### src/rtl/display_pkg.sv
// display_pkg: glyph codes, mode encodings, composer states and word composition
package display_pkg;
  localparam logic [3:0] GLYPH_N   = 4'hA;
  localparam logic [3:0] GLYPH_D   = 4'hB;
  localparam logic [3:0] GLYPH_R   = 4'hC;
  localparam logic [3:0] GLYPH_A   = 4'hD;
  localparam logic [3:0] GLYPH_W   = 4'hE;
  localparam logic [3:0] GLYPH_OFF = 4'hF;
  typedef enum logic [2:0] {
    MODE_BLANK, MODE_NUM, MODE_ROUND, MODE_PLAYER, MODE_WIN, MODE_DRAW
  } mode_e;
  typedef enum logic [1:0] {IDLE, CONV, COMMIT} state_e;
  function automatic logic [15:0] compose(input logic [2:0] mode, input logic [3:0] player,
                                          input logic [15:0] bcd);
    logic [3:0] d3, d2, d1, p;
    d3 = bcd[15:12] == 4'd0 ? GLYPH_OFF : bcd[15:12];
    d2 = bcd[15:8] == 8'd0 ? GLYPH_OFF : bcd[11:8];
    d1 = bcd[15:4] == 12'd0 ? GLYPH_OFF : bcd[7:4];
    p  = player > 4'd9 ? GLYPH_OFF : player;
    return mode == MODE_NUM    ? {d3, d2, d1, bcd[3:0]} :
           mode == MODE_ROUND  ? {GLYPH_R, GLYPH_D, bcd[7:0]} :
           mode == MODE_PLAYER ? {p, GLYPH_OFF, bcd[7:0]} :
           mode == MODE_WIN    ? {GLYPH_W, 4'h1, GLYPH_N, GLYPH_OFF} :
           mode == MODE_DRAW   ? {GLYPH_D, GLYPH_R, GLYPH_A, GLYPH_W} : 16'hFFFF;
  endfunction
endpackage

### src/rtl/bin_to_bcd_seq.sv
// bin_to_bcd_seq: sequential shift-add-3 binary to 4-digit BCD, one bit per cycle
module bin_to_bcd_seq #(
  parameter int W = 14
) (
  input  logic         clk,
  input  logic         rst_n,
  input  logic         start,
  input  logic [W-1:0] bin,
  output logic         busy,
  output logic         done,
  output logic [15:0]  bcd
);
  localparam int CW = $clog2(W);
  logic [W+15:0] sh, adj;
  logic [CW-1:0] cnt;
  assign adj[W-1:0] = sh[W-1:0];
  for (genvar i = 0; i < 4; i++) begin : g_adj
    assign adj[W+4*i +: 4] = sh[W+4*i +: 4] >= 4'd5 ? sh[W+4*i +: 4] + 4'd3 : sh[W+4*i +: 4];
  end
  // done flags the final iteration so the caller can step in lock-step
  assign done = busy && cnt == CW'(W-1);
  assign bcd  = sh[W+15:W];
  always_ff @(posedge clk or negedge rst_n) begin
    if (!rst_n) begin
      sh   <= '0;
      cnt  <= '0;
      busy <= 1'b0;
    end else if (start && !busy) begin
      sh   <= {16'd0, bin};
      cnt  <= '0;
      busy <= 1'b1;
    end else if (busy) begin
      sh   <= {adj[W+14:0], 1'b0};
      cnt  <= cnt + 1'b1;
      busy <= !done;
    end
  end
endmodule

### src/rtl/display_composer.sv
// display_composer: builds the 16-bit glyph word from a display request, with optional blink
module display_composer
  import display_pkg::*;
#(
  parameter int VALUE_W    = 14,
  parameter int BLINK_HALF = 50000000
) (
  input  logic               clk,
  input  logic               rst_n,
  input  logic               load,
  input  logic [2:0]         mode,
  input  logic [VALUE_W-1:0] value,
  input  logic [3:0]         player,
  input  logic               blink,
  output logic               ready,
  output logic               done,
  output logic [15:0]        graphics
);
  localparam int CW = $clog2(BLINK_HALF);
  state_e state, next;
  logic [2:0] mode_q;
  logic [3:0] player_q;
  logic blink_q, hidden, hidden_n, wrap, start, busy, conv_done;
  logic [CW-1:0] bcnt, bcnt_n;
  logic [VALUE_W-1:0] lim, clamped;
  logic [15:0] bcd, stored, word;
  assign lim     = mode == MODE_NUM ? VALUE_W'(9999) : VALUE_W'(99);
  assign clamped = value > lim ? lim : value;
  assign ready   = state == IDLE && !busy;
  assign start   = load && ready;
  assign word    = compose(mode_q, player_q, bcd);
  bin_to_bcd_seq #(.W(VALUE_W)) u_bcd (
    .clk(clk), .rst_n(rst_n), .start(start), .bin(clamped),
    .busy(busy), .done(conv_done), .bcd(bcd)
  );
  always_comb begin
    next     = state == IDLE ? (start ? CONV : IDLE) :
               state == CONV ? (conv_done ? COMMIT : CONV) : IDLE;
    wrap     = blink_q && bcnt == CW'(BLINK_HALF - 1);
    bcnt_n   = (!blink_q || wrap) ? '0 : bcnt + 1'b1;
    hidden_n = hidden ^ wrap;
  end
  always_ff @(posedge clk or negedge rst_n) begin
    if (!rst_n) begin
      state    <= IDLE;
      mode_q   <= '0;
      player_q <= '0;
      blink_q  <= 1'b0;
      stored   <= 16'hFFFF;
      graphics <= 16'hFFFF;
      done     <= 1'b0;
      hidden   <= 1'b0;
      bcnt     <= '0;
    end else begin
      state <= next;
      done  <= state == COMMIT;
      if (start) begin
        mode_q   <= mode;
        player_q <= player;
        blink_q  <= blink;
      end
      // blink only advances while idle; conversion freezes the visible phase
      if (state == COMMIT) begin
        stored   <= word;
        graphics <= word;
        bcnt     <= '0;
        hidden   <= 1'b0;
      end else if (state == IDLE) begin
        bcnt     <= bcnt_n;
        hidden   <= hidden_n;
        graphics <= hidden_n ? 16'hFFFF : stored;
      end
    end
  end
endmodule

### config.mk
export PLATFORM = sky130hd
export DESIGN_NAME = display_composer
export DESIGN_NICKNAME = d
export VERILOG_FILES = /design/src/rtl/display_pkg.sv /design/src/rtl/bin_to_bcd_seq.sv /design/src/rtl/display_composer.sv
export SDC_FILE = /design/constraint.sdc
export NUM_CORES = 1
export LEC_CHECK = 0
export BUFFER_PORTS_ARGS = -buffer_cell sky130_fd_sc_hd__buf_2
export CAP_MARGIN = 15
export CORE_AREA = 3 3 103 105
export DETAILED_ROUTE_END_ITERATION = 10
export DIE_AREA = 0 0 106 108
export PLACE_DENSITY = 0.88
export SLEW_MARGIN = 10
export SYNTH_ARGS = -nofsm -noshare
export SYNTH_HDL_FRONTEND = slang
export SYNTH_SLANG_ARGS = --single-unit
### constraint.sdc
create_clock -name clk -period 2.6 [get_ports clk]
set_input_delay 0.52 -clock clk [delete_from_list [all_inputs] [get_ports clk]]
set_output_delay 0.52 -clock clk [all_outputs]
set_load 0.01 [all_outputs]
**Word level (Yosys, flattened, before mapping)**

Cells that the tools add are included.

- $add $sub $neg: 6
- Multipliers: 0
- Divide/modulo/power cells: 0
- $lt $le $gt $ge: 6
- Equality and inequality tests: 10
- Shifts and indexed selects: 0
- Multiplexer cells: 33
- Bitwise gates (word level): 1
- Reductions and logical operators: 15

Operators with widths:

| kind | count |
|---|---|
| $mux W16 | 6 |
| $mux W26 | 3 |
| $mux W30 | 2 |
| $mux W4 | 9 |
| $mux W15 | 2 |
| $mux W14 | 2 |
| $add A26 B1 Y26 const B | 1 |
| $eq A26 B26 Y1 const B | 1 |
| $ge A4 B3 Y1 const B | 4 |
| $gt A14 B14 Y1 | 1 |
| $add A4 B2 Y4 const B | 3 |
| $logic_not A12 Y1 | 1 |
| $logic_not A8 Y1 | 1 |
| $eq A3 B1 Y1 const B | 2 |
| $eq A3 B2 Y1 const B | 2 |
| $eq A3 B3 Y1 const B | 2 |
| $mux W2 | 3 |
| $logic_and A1 B1 Y1 | 5 |
| $mux W1 | 5 |
| $add A4 B1 Y4 const B | 1 |
| $eq A4 B4 Y1 const B | 1 |
| $gt A4 B4 Y1 const B | 1 |
| $logic_not A4 Y1 | 1 |
| $reduce_bool A2 Y1 | 2 |
| 8 further kinds | 10 |

- Flip-flop bits (word level): 105
- Bits in latches: 0
- Memory bits (writable): 0
- Bits in read-only memories: 0
- Input port bits: 25
- Output and inout port bits: 18
- Logic and storage cells: 83
- Memories kept: 0

**Longest topological paths before layout**

Gate-level depths: netlist of run 1.

- Word-level depth: 7
- Depth in mapped cells: 9
- Gate-level depth less buffers: 8

**Cells and area by module**

A second synthesis of run 1 with hierarchy kept.

- Cell total of the unflattened synthesis: 607
- Area, all modules: 5868.1 um^2

Modules (own cells, without submodules):

| module | times used | cells an instance | area each (um^2) |
|---|---|---|---|
| display_composer | 1 | 410 | 3900.0 |
| bin_to_bcd_seq | 1 | 197 | 1968.1 |

**Worst setup path after synthesis of run 1**

Ideal clock, no wire load.

- Kind: input to register
- Start point: input port mode[1]
- End point: register u_bcd.sh[10]
- Arrival: 2736 ps
- Data required time: 2476 ps
- Slack: -260 ps
- Stages: 8
- Buffers on the path: 1
- Cells stage by stage: or3b_2 -> ha_1 -> a2111oi_0 -> nor3_1 -> o311ai_2 -> buf_8 -> a21oi_4 -> o31a_1

- Word-level cells in the longest chain between the ends: 5

Ends and longest elaborated chain:

| what | line | source |
|---|---|---|
| start, declared | display_composer.sv:11 | `input logic [2:0] mode,` |
| $eq A3 B1 Y1 * | display_composer.sv:27 | `assign lim = mode == MODE_NUM ? VALUE_W'(9999) : VALUE_W'(99);` |
| $mux W14 * | display_composer.sv:27 |  |
| $gt A14 B14 Y1 | display_composer.sv:28 | `assign clamped = value > lim ? lim : value;` |
| $mux W14 * | display_composer.sv:28 |  |
| $mux W30 * | bin_to_bcd_seq.sv:28 | `end else if (start && !busy) begin` |
| end signal, assigned | bin_to_bcd_seq.sv:29 | `sh <= {16'd0, bin};` |
| end signal, assigned | bin_to_bcd_seq.sv:33 | `sh <= {adj[W+14:0], 1'b0};` |
| end, declared | bin_to_bcd_seq.sv:14 | `logic [W+15:0] sh, adj;` |

Mark *: on every way between the ends. The rest lies on a longest branch, timed or not.
A chain may end at the register's enable or synchronous reset.

**Final worst setup path of run 1**

- Start point: input port mode[1]
- End point: register u_bcd.sh[9]

Same word-level chain as after synthesis.

==> summary.md, run 1 <==
| Metric | Value |
|---|---|
| Drc violations | `0` |
| R2r endpoint | `graphics[11]` |
| Register area | `2669 um^2` |
| Avg Cell Area, Syn | `9.508 um^2` |
| First-pass GRT wire length | `22900 um` |
| Setup crit start kind | `input pin` |
| Gpl congestion | `0.8480` |
| Critical path type | `in2reg` |
| Remaining antenna violation count after routing | `0` |
| Slowest cell on the critical path | `or4_4` |
| Fill cells | `754` |
| Worst reg2reg setup slack | `0.35 ns` |
| Largest net degree at the start of global routing | `58` |
| Via count | `4925` |
| Peak Freq | `392.5 MHz` |
| Initial antenna violation count | `0` |
| Power Density | `969.4 nW/um^2` |
| Rel. slew slack | `0.4589` |
| Share of cells above drive strength 1 | `0.2211` |
| GRT Total Usage | `0.2437` |
| Post-Syn Area | `5904 um^2` |
| Drt wl/cell | `16.73 um` |
| Most common cell after layout, fill and taps aside | `nand2_1` |
| Slowest stage delay, CP | `0.59 ns` |
| Status | `complete, no violations` |
| Clk_lat worst skew | `0.37 ns` |
| # H-tree levels | `3` |
| Clock Tree Root | `clkbuf_8` |
| Fin crit share | `0.9799` |
| # diodes | `0` |
| Cells after Synth | `621` |
| VDD IR max | `0.3980 mV` |
| Max Cap Violations | `0` |
| Worst setup EP type | `flop` |
| IO Count | `43` |
| Clk slew on worst S/H paths | `0.10 ns` |
| Min-Delay Path Class | `in2async` |
| Ys flop type | `dfrtp_1` |
| R2R cell count | `6` |
| Synth warn | `0` |
| DPL Wire Length | `9382 um` |
| Die area | `11450 um^2` |
| WP data required | `2.84 ns` |
| #FFs+latches synth | `105` |
| CTS sink cnt | `105` |
| P_leak | `2.867 nW` |
| Row Count | `36` |
| Multi-input gate area in the final layout | `3090 um^2` |
| Placed cells | `779` |
| Final min period | `2.548 ns` |
| Slew Limit Fails | `0` |
| Final wirelength | `13350 um` |
| Gr ovfl total | `0` |
| Vias in the first global route | `4902` |
| Register area share after synthesis | `0.4518` |
| Non-Filler Instances | `798` |
| Critical Path AT | `2.79 ns` |
| Starting Density | `0.6069` |
| Count of TritonRoute iterations in the first routing pass | `5` |
| Share of the synthesized area in the top cell type | `0.3094` |
| Final setup fails | `0` |
| Cts bufs inserted | `9` |
| Nets | `706` |
| Largest area contributor in the netlist | `dfrtp_1` |
| Die height | `108 um` |
| Top cells by area, synth | `dfrtp_1, dfstp_2, nand2_1, ha_1, nor2_1` |
| CTS tree | `done` |
| Initial drt markers | `345` |
| Worst r2r src | `bcnt[1]` |
| Number of synthesized flops with an enable pin | `0` |
| Skew final | `0.01278 ns` |
| Commonest cells after routing, fill and taps aside | `nand2_1, dfrtp_1, nor2_1` |
| Yosys cell types | `70` |
| Ys async rst share | `1.000` |
| Clock Path Buffers | `2` |
| Crit-path max FO | `8` |
| Least-Margin Pin Slew | `0.8107 ns` |
| Worst-path cell chain | `buf_2 -> or3b_4 -> ha_4 -> nand4bb_1 -> or4_4 -> o311ai_4 -> buf_4 -> a21oi_4 -> o31a_1` |
| Vias per Instance | `6.172` |
| Fin. Hold Viols | `0` |
| Power, Total | `6.355 mW` |
| Die span in x | `106 um` |
| Synth Net Count | `667` |
| Core area | `9729 um^2` |
| CP startpoint | `mode[1]` |
| Area growth syn-to-layout | `11.02%` |
| Port-buffer cells | `42` |
==> sequential cells by signal, indices dropped and copies added, names as in the netlist, 2 cells and up <==
signal     cells
u_bcd.sh      30
bcnt          26
graphics      16
stored        16
player_q       4
u_bcd.cnt      4
mode_q         3
state          2
==> worst max path at each step <==
stage	end	cells past startpoint	slack [ns]
finish	u_bcd.sh[9]	9	0.05
global route	u_bcd.sh[12]	9	-0.003
CTS	u_bcd.sh[12]	9	0.004
detailed placement	u_bcd.sh[12]	9	-0.37
global placement	u_bcd.sh[12]	9	-0.27
floorplan	u_bcd.sh[10]	8	-0.03
==> cell families (layout without fill, tap and decap cells) <==
kind of cell / count (synthesis) / count (layout) / share of synthesized area
muxes: 14 / 14 / 0.02691
and+or+nand+nor: 262 / 262 / 0.2257
AOI/OAI and AO/OA: 150 / 150 / 0.1897
xor gates and xnor gates: 12 / 12 / 0.01780
DFF: 105 / 105 / 0.4518
buffers and inverters: 57 / 101 / 0.04365
adders and majority gates: 21 / 21 / 0.04450
==> through the flow <==
step | hold WS, ns | TNS [ns] | util | worst slack (ns) | cell area, um^2
final | 0.1423 | 0 | 0.6737 | 0.05223 | 6555
after global routing | 0.1639 | -0.003732 | 0.6737 | -0.002719 | 6555
after CTS | 0.1506 | 0 | 0.6681 | 0.004289 | 6500
after detailed placement | 0.4646 | -4.083 | 0.6520 | -0.3688 | 6344
after global placement | 0.4560 | -3.222 | 0.6520 | -0.2696 | 6344
after floorplan | 0.2244 | -0.2709 | - | -0.03287 | 5991
==> what timing repair did <==
action                     in CTS  in global routing
hold buffers                    0                  0
setup endpoints to repair       0                  8
gates resized for setup         0                  5
setup buffers                   0                  3
==> worst max-delay path: cells and delay by family <==
| kind | cells | cell delay (ns) |
|---|---|---|
| compound gates | 3 | 0.43 |
| fa+ha+maj | 1 | 0.31 |
| simple gates | 3 | 1.22 |
| buf+inv | 2 | 0.30 |
==> synthesized netlist by cell type, types with 4 or more instances <==
cell type / count
ha_1: 21
nand3_1: 22
dfstp_2: 32
nand4_1: 9
xor2_1: 5
a221oi_2: 4
and3_2: 5
nand2_1: 87
dfrtp_1: 73
o21ai_0: 27
o211ai_1: 6
clkbuf_1: 18
xnor2_1: 7
mux2i_1: 11
a22o_1: 8
nor3b_1: 6
nor2_1: 56
a31oi_1: 17
nor3_1: 13
o31ai_1: 14
a2bb2oi_2: 7
a21oi_1: 28
buf_1: 4
inv_1: 22
nand2b_1: 23
and3_1: 11
o31a_1: 14
a211oi_1: 4
buf_2: 6
==> cell type report <==
class	instances	area share
Timing Repair Buffer	63	0.05955
Multi-Input combinational cell	459	0.4715
Clock inverter	3	0.002672
Sequential cell	105	0.4071
Clock buffer	13	0.02119
Inverter	22	0.01260
Tap cell	133	0.02539
==> where the power goes <==
group | internal, mW | switching (mW) | total, mW
Combinational | 1.15 | 1.48 | 2.62
Sequential | 2.36 | 0.475 | 2.84
Clock | 0.351 | 0.541 | 0.893
Total | 3.86 | 2.49 | 6.35
==> metal layers <==
metal	GRT usage	part of all wire	vias to the layer above
li1	-	-	2304
met1	0.3276	0.43	2414
met2	0.4071	0.49	174
met3	0.03881	0.056	33
met4	0.08233	0.021	0
met5	0	0	-
No activity file was read; power rests on OpenSTA's default activity.
==> run 2: changes to the inputs <==
--- a/config.mk
+++ b/config.mk
@@ -7,10 +7,10 @@
 export LEC_CHECK = 0
 export BUFFER_PORTS_ARGS = -buffer_cell sky130_fd_sc_hd__buf_2
 export CAP_MARGIN = 15
-export CORE_AREA = 3 3 103 105
+export CORE_AREA = 3 3 92 116
 export DETAILED_ROUTE_END_ITERATION = 10
-export DIE_AREA = 0 0 106 108
-export PLACE_DENSITY = 0.88
+export DIE_AREA = 0 0 95 119
+export PLACE_DENSITY = 0.89
 export SLEW_MARGIN = 10
 export SYNTH_ARGS = -nofsm -noshare
 export SYNTH_HDL_FRONTEND = slang
==> run 2 against run 1 <==
Clock-buffer cell count fell by 3. Clock power rose by 49%. Cell area rose by 1.9%. Total power rose by 7.5%. Global-route usage rose by 0.50 points. Sequential share of layout area fell by 0.76 points. Critical path depth did not move. Largest cell class unchanged. Largest power group unchanged.
==> summary.md, run 2 (same netlist as run 1, synthesis figures left out) <==
| Metric | Value |
|---|---|
| Status | `complete, no violations` |
| Clock Tree Root | `clkbuf_16` |
| # diodes | `0 (unchanged)` |
| Die height | `119 um (+10%)` |
| Power, Total | `6.829 mW (+7.5%)` |
| Drc violations | `0 (unchanged)` |
| Die area | `11310 um^2 (-1.2%)` |
| Port-buffer cells | `42 (unchanged)` |
| VDD IR max | `0.4271 mV (+7.3%)` |
| Min-Delay Path Class | `in2async` |
| Initial antenna violation count | `0 (unchanged)` |
| Remaining antenna violation count after routing | `0 (unchanged)` |
| Clk_lat worst skew | `0.35 ns (-0.02 ns)` |
| Row Count | `40 (+11%)` |
| GRT Total Usage | `0.2487 (+0.005023)` |
| Fill cells | `676 (-10%)` |
| Area growth syn-to-layout | `13.14%` |
| Vias per Instance | `6.260 (+1.4%)` |
| Slew Limit Fails | `0 (unchanged)` |
| IO Count | `43 (unchanged)` |
| Final min period | `2.545 ns (-0.003239 ns)` |
| Fin crit share | `0.9787 (-0.001246)` |
| Crit-path max FO | `8 (unchanged)` |
| Biggest regs | `u_bcd.sh (30), bcnt (26)` |
| CTS sink cnt | `105 (unchanged)` |
| Critical Path AT | `2.78 ns (about the same)` |
| First-pass GRT wire length | `22740 um (-0.69%)` |
| Largest net degree at the start of global routing | `58 (unchanged)` |
| DPL Wire Length | `9361 um (-0.22%)` |
| Rel. slew slack | `0.4412 (-0.01767)` |
| P_leak | `2.921 nW (+1.9%)` |
| Power Density | `1022 nW/um^2 (+5.5%)` |
| Peak Freq | `393.0 MHz (+0.13%)` |
| Top reg by flops | `u_bcd.sh` |
| Least-Margin Pin Slew | `0.8372 ns (+0.02647 ns)` |
| WP data required | `2.84 ns (about the same)` |
| Gpl congestion | `0.8312 (-2.0%)` |
| Die span in x | `95 um (-10%)` |
| # H-tree levels | `3 (unchanged)` |
| Initial drt markers | `399 (+16%)` |
| Drt wl/cell | `17.22 um (+2.9%)` |
| Share of cells above drive strength 1 | `0.2242 (+0.003190)` |
| Fin. Hold Viols | `0 (unchanged)` |
| Clock Path Buffers | `2 (unchanged)` |
| Final wirelength | `13530 um (+1.4%)` |
| Worst setup EP type | `flop` |
| Setup crit start kind | `input pin` |
| Max reg flops | `30 (unchanged)` |
| Vias in the first global route | `4880 (-0.45%)` |
| Most common cell after layout, fill and taps aside | `nand2_1` |
| Critical path type | `in2reg` |
| Worst Slack Setup Final | `0.05547 ns (+0.003238 ns)` |
| Count of TritonRoute iterations in the first routing pass | `5 (unchanged)` |
| Pre-CTS setup slack | `-0.3998 ns (-0.03101 ns)` |
| Cts bufs inserted | `9 (unchanged)` |
| Slowest stage delay, CP | `0.57 ns (-0.02 ns)` |
| CTS tree | `done` |
| Nets | `701 (-0.71%)` |
| Final setup fails | `0 (unchanged)` |
| Max Cap Violations | `0 (unchanged)` |
| Commonest cells after routing, fill and taps aside | `nand2_1, dfrtp_1, nor2_1` |
| Skew final | `0.008103 ns (-0.004676 ns)` |
| Starting Density | `0.6113 (+0.004402)` |
| Worst-path cell chain | `buf_2 -> or3b_4 -> ha_4 -> nand4b_1 -> or4_4 -> o311ai_4 -> buf_12 -> a211oi_2 -> a311o_1` |
| Slowest cell on the critical path | `or4_4` |
| Clk slew on worst S/H paths | `0.08 ns (-0.02 ns)` |
| Via count | `4920 (-0.10%)` |
| Gr ovfl total | `0 (unchanged)` |
| Core area | `9659 um^2 (-0.72%)` |
-- run 2: metrics by stage --
stage	cells	util	area, um^2	setup TNS [ns]	hold WS, ns
final	786	0.6916	6680	0	0.1882
after global placement	768	0.6540	6317	-3.177	0.4496
after detailed placement	768	0.6540	6317	-4.151	0.4642
after global routing	786	0.6916	6680	-0.001208	0.2371
after floorplan	621	-	5991	-0.2709	0.2244
after CTS	784	0.6846	6613	0	0.2059
-- run 2: cell type report --
class                      count  area, um^2  area share
multi-input combinational    459        3108      0.4653
sequential                   105        2669      0.3995
timing repair buffer          58       375.4     0.05619
clock buffer                  10       239.0     0.03577
tap                          126       157.7     0.02360
inverter                      22       82.58     0.01236
clock inverter                 6       48.80    0.007305
-- run 2: power breakdown --
group | internal (mW) | total, mW | switching [mW]
Combinational | 1.14 | 2.64 | 1.50
Sequential | 2.37 | 2.86 | 0.490
Clock | 0.690 | 1.33 | 0.641
-- run 2: repair_timing --
item	4_1_cts	5_1_grt
endpoints found under the setup margin	1	4
pin swaps	0	7
cloned	0	1
resized for setup	1	4
hold buffers	0	0
setup buffers	0	1
-- run 2: path summary, 6_finish.rpt --
path / endpoint / depth (start not counted) / slack [ns] / start
min in group clk: player_q[0] / 3 / 0.36 / player[0]
hold / removal: u_bcd.sh[18] / 1 / 0.19 / rst_n
hold reg to reg: stored[3] / 2 / 0.48 / stored[3]
setup reg to reg: graphics[5] / 6 / 0.31 / bcnt[0]
setup / recovery: u_bcd.sh[8] / 9 / 0.06 / mode[1]
max in group asynchronous: u_bcd.busy / 2 / 1.60 / rst_n
-- run 2: worst max-delay path: cells and delay by family --
| kind | cells | cell delay [ns] |
|---|---|---|
| AO/OA/AOI/OAI | 3 | 0.49 |
| adder cells (fa/ha/maj) | 1 | 0.32 |
| AND/OR/NAND/NOR | 3 | 1.17 |
| buffers and inverters | 2 | 0.27 |
-- run 2: routing by layer --
| layer | up-vias | global-route usage | part of all wire |
|---|---|---|---|
| met5 | - | 0 | 0 |
| met4 | 0 | 0.09928 | 0.023 |
| met3 | 23 | 0.04296 | 0.056 |
| met2 | 170 | 0.4085 | 0.51 |
| met1 | 2419 | 0.3240 | 0.41 |
| li1 | 2308 | - | - |
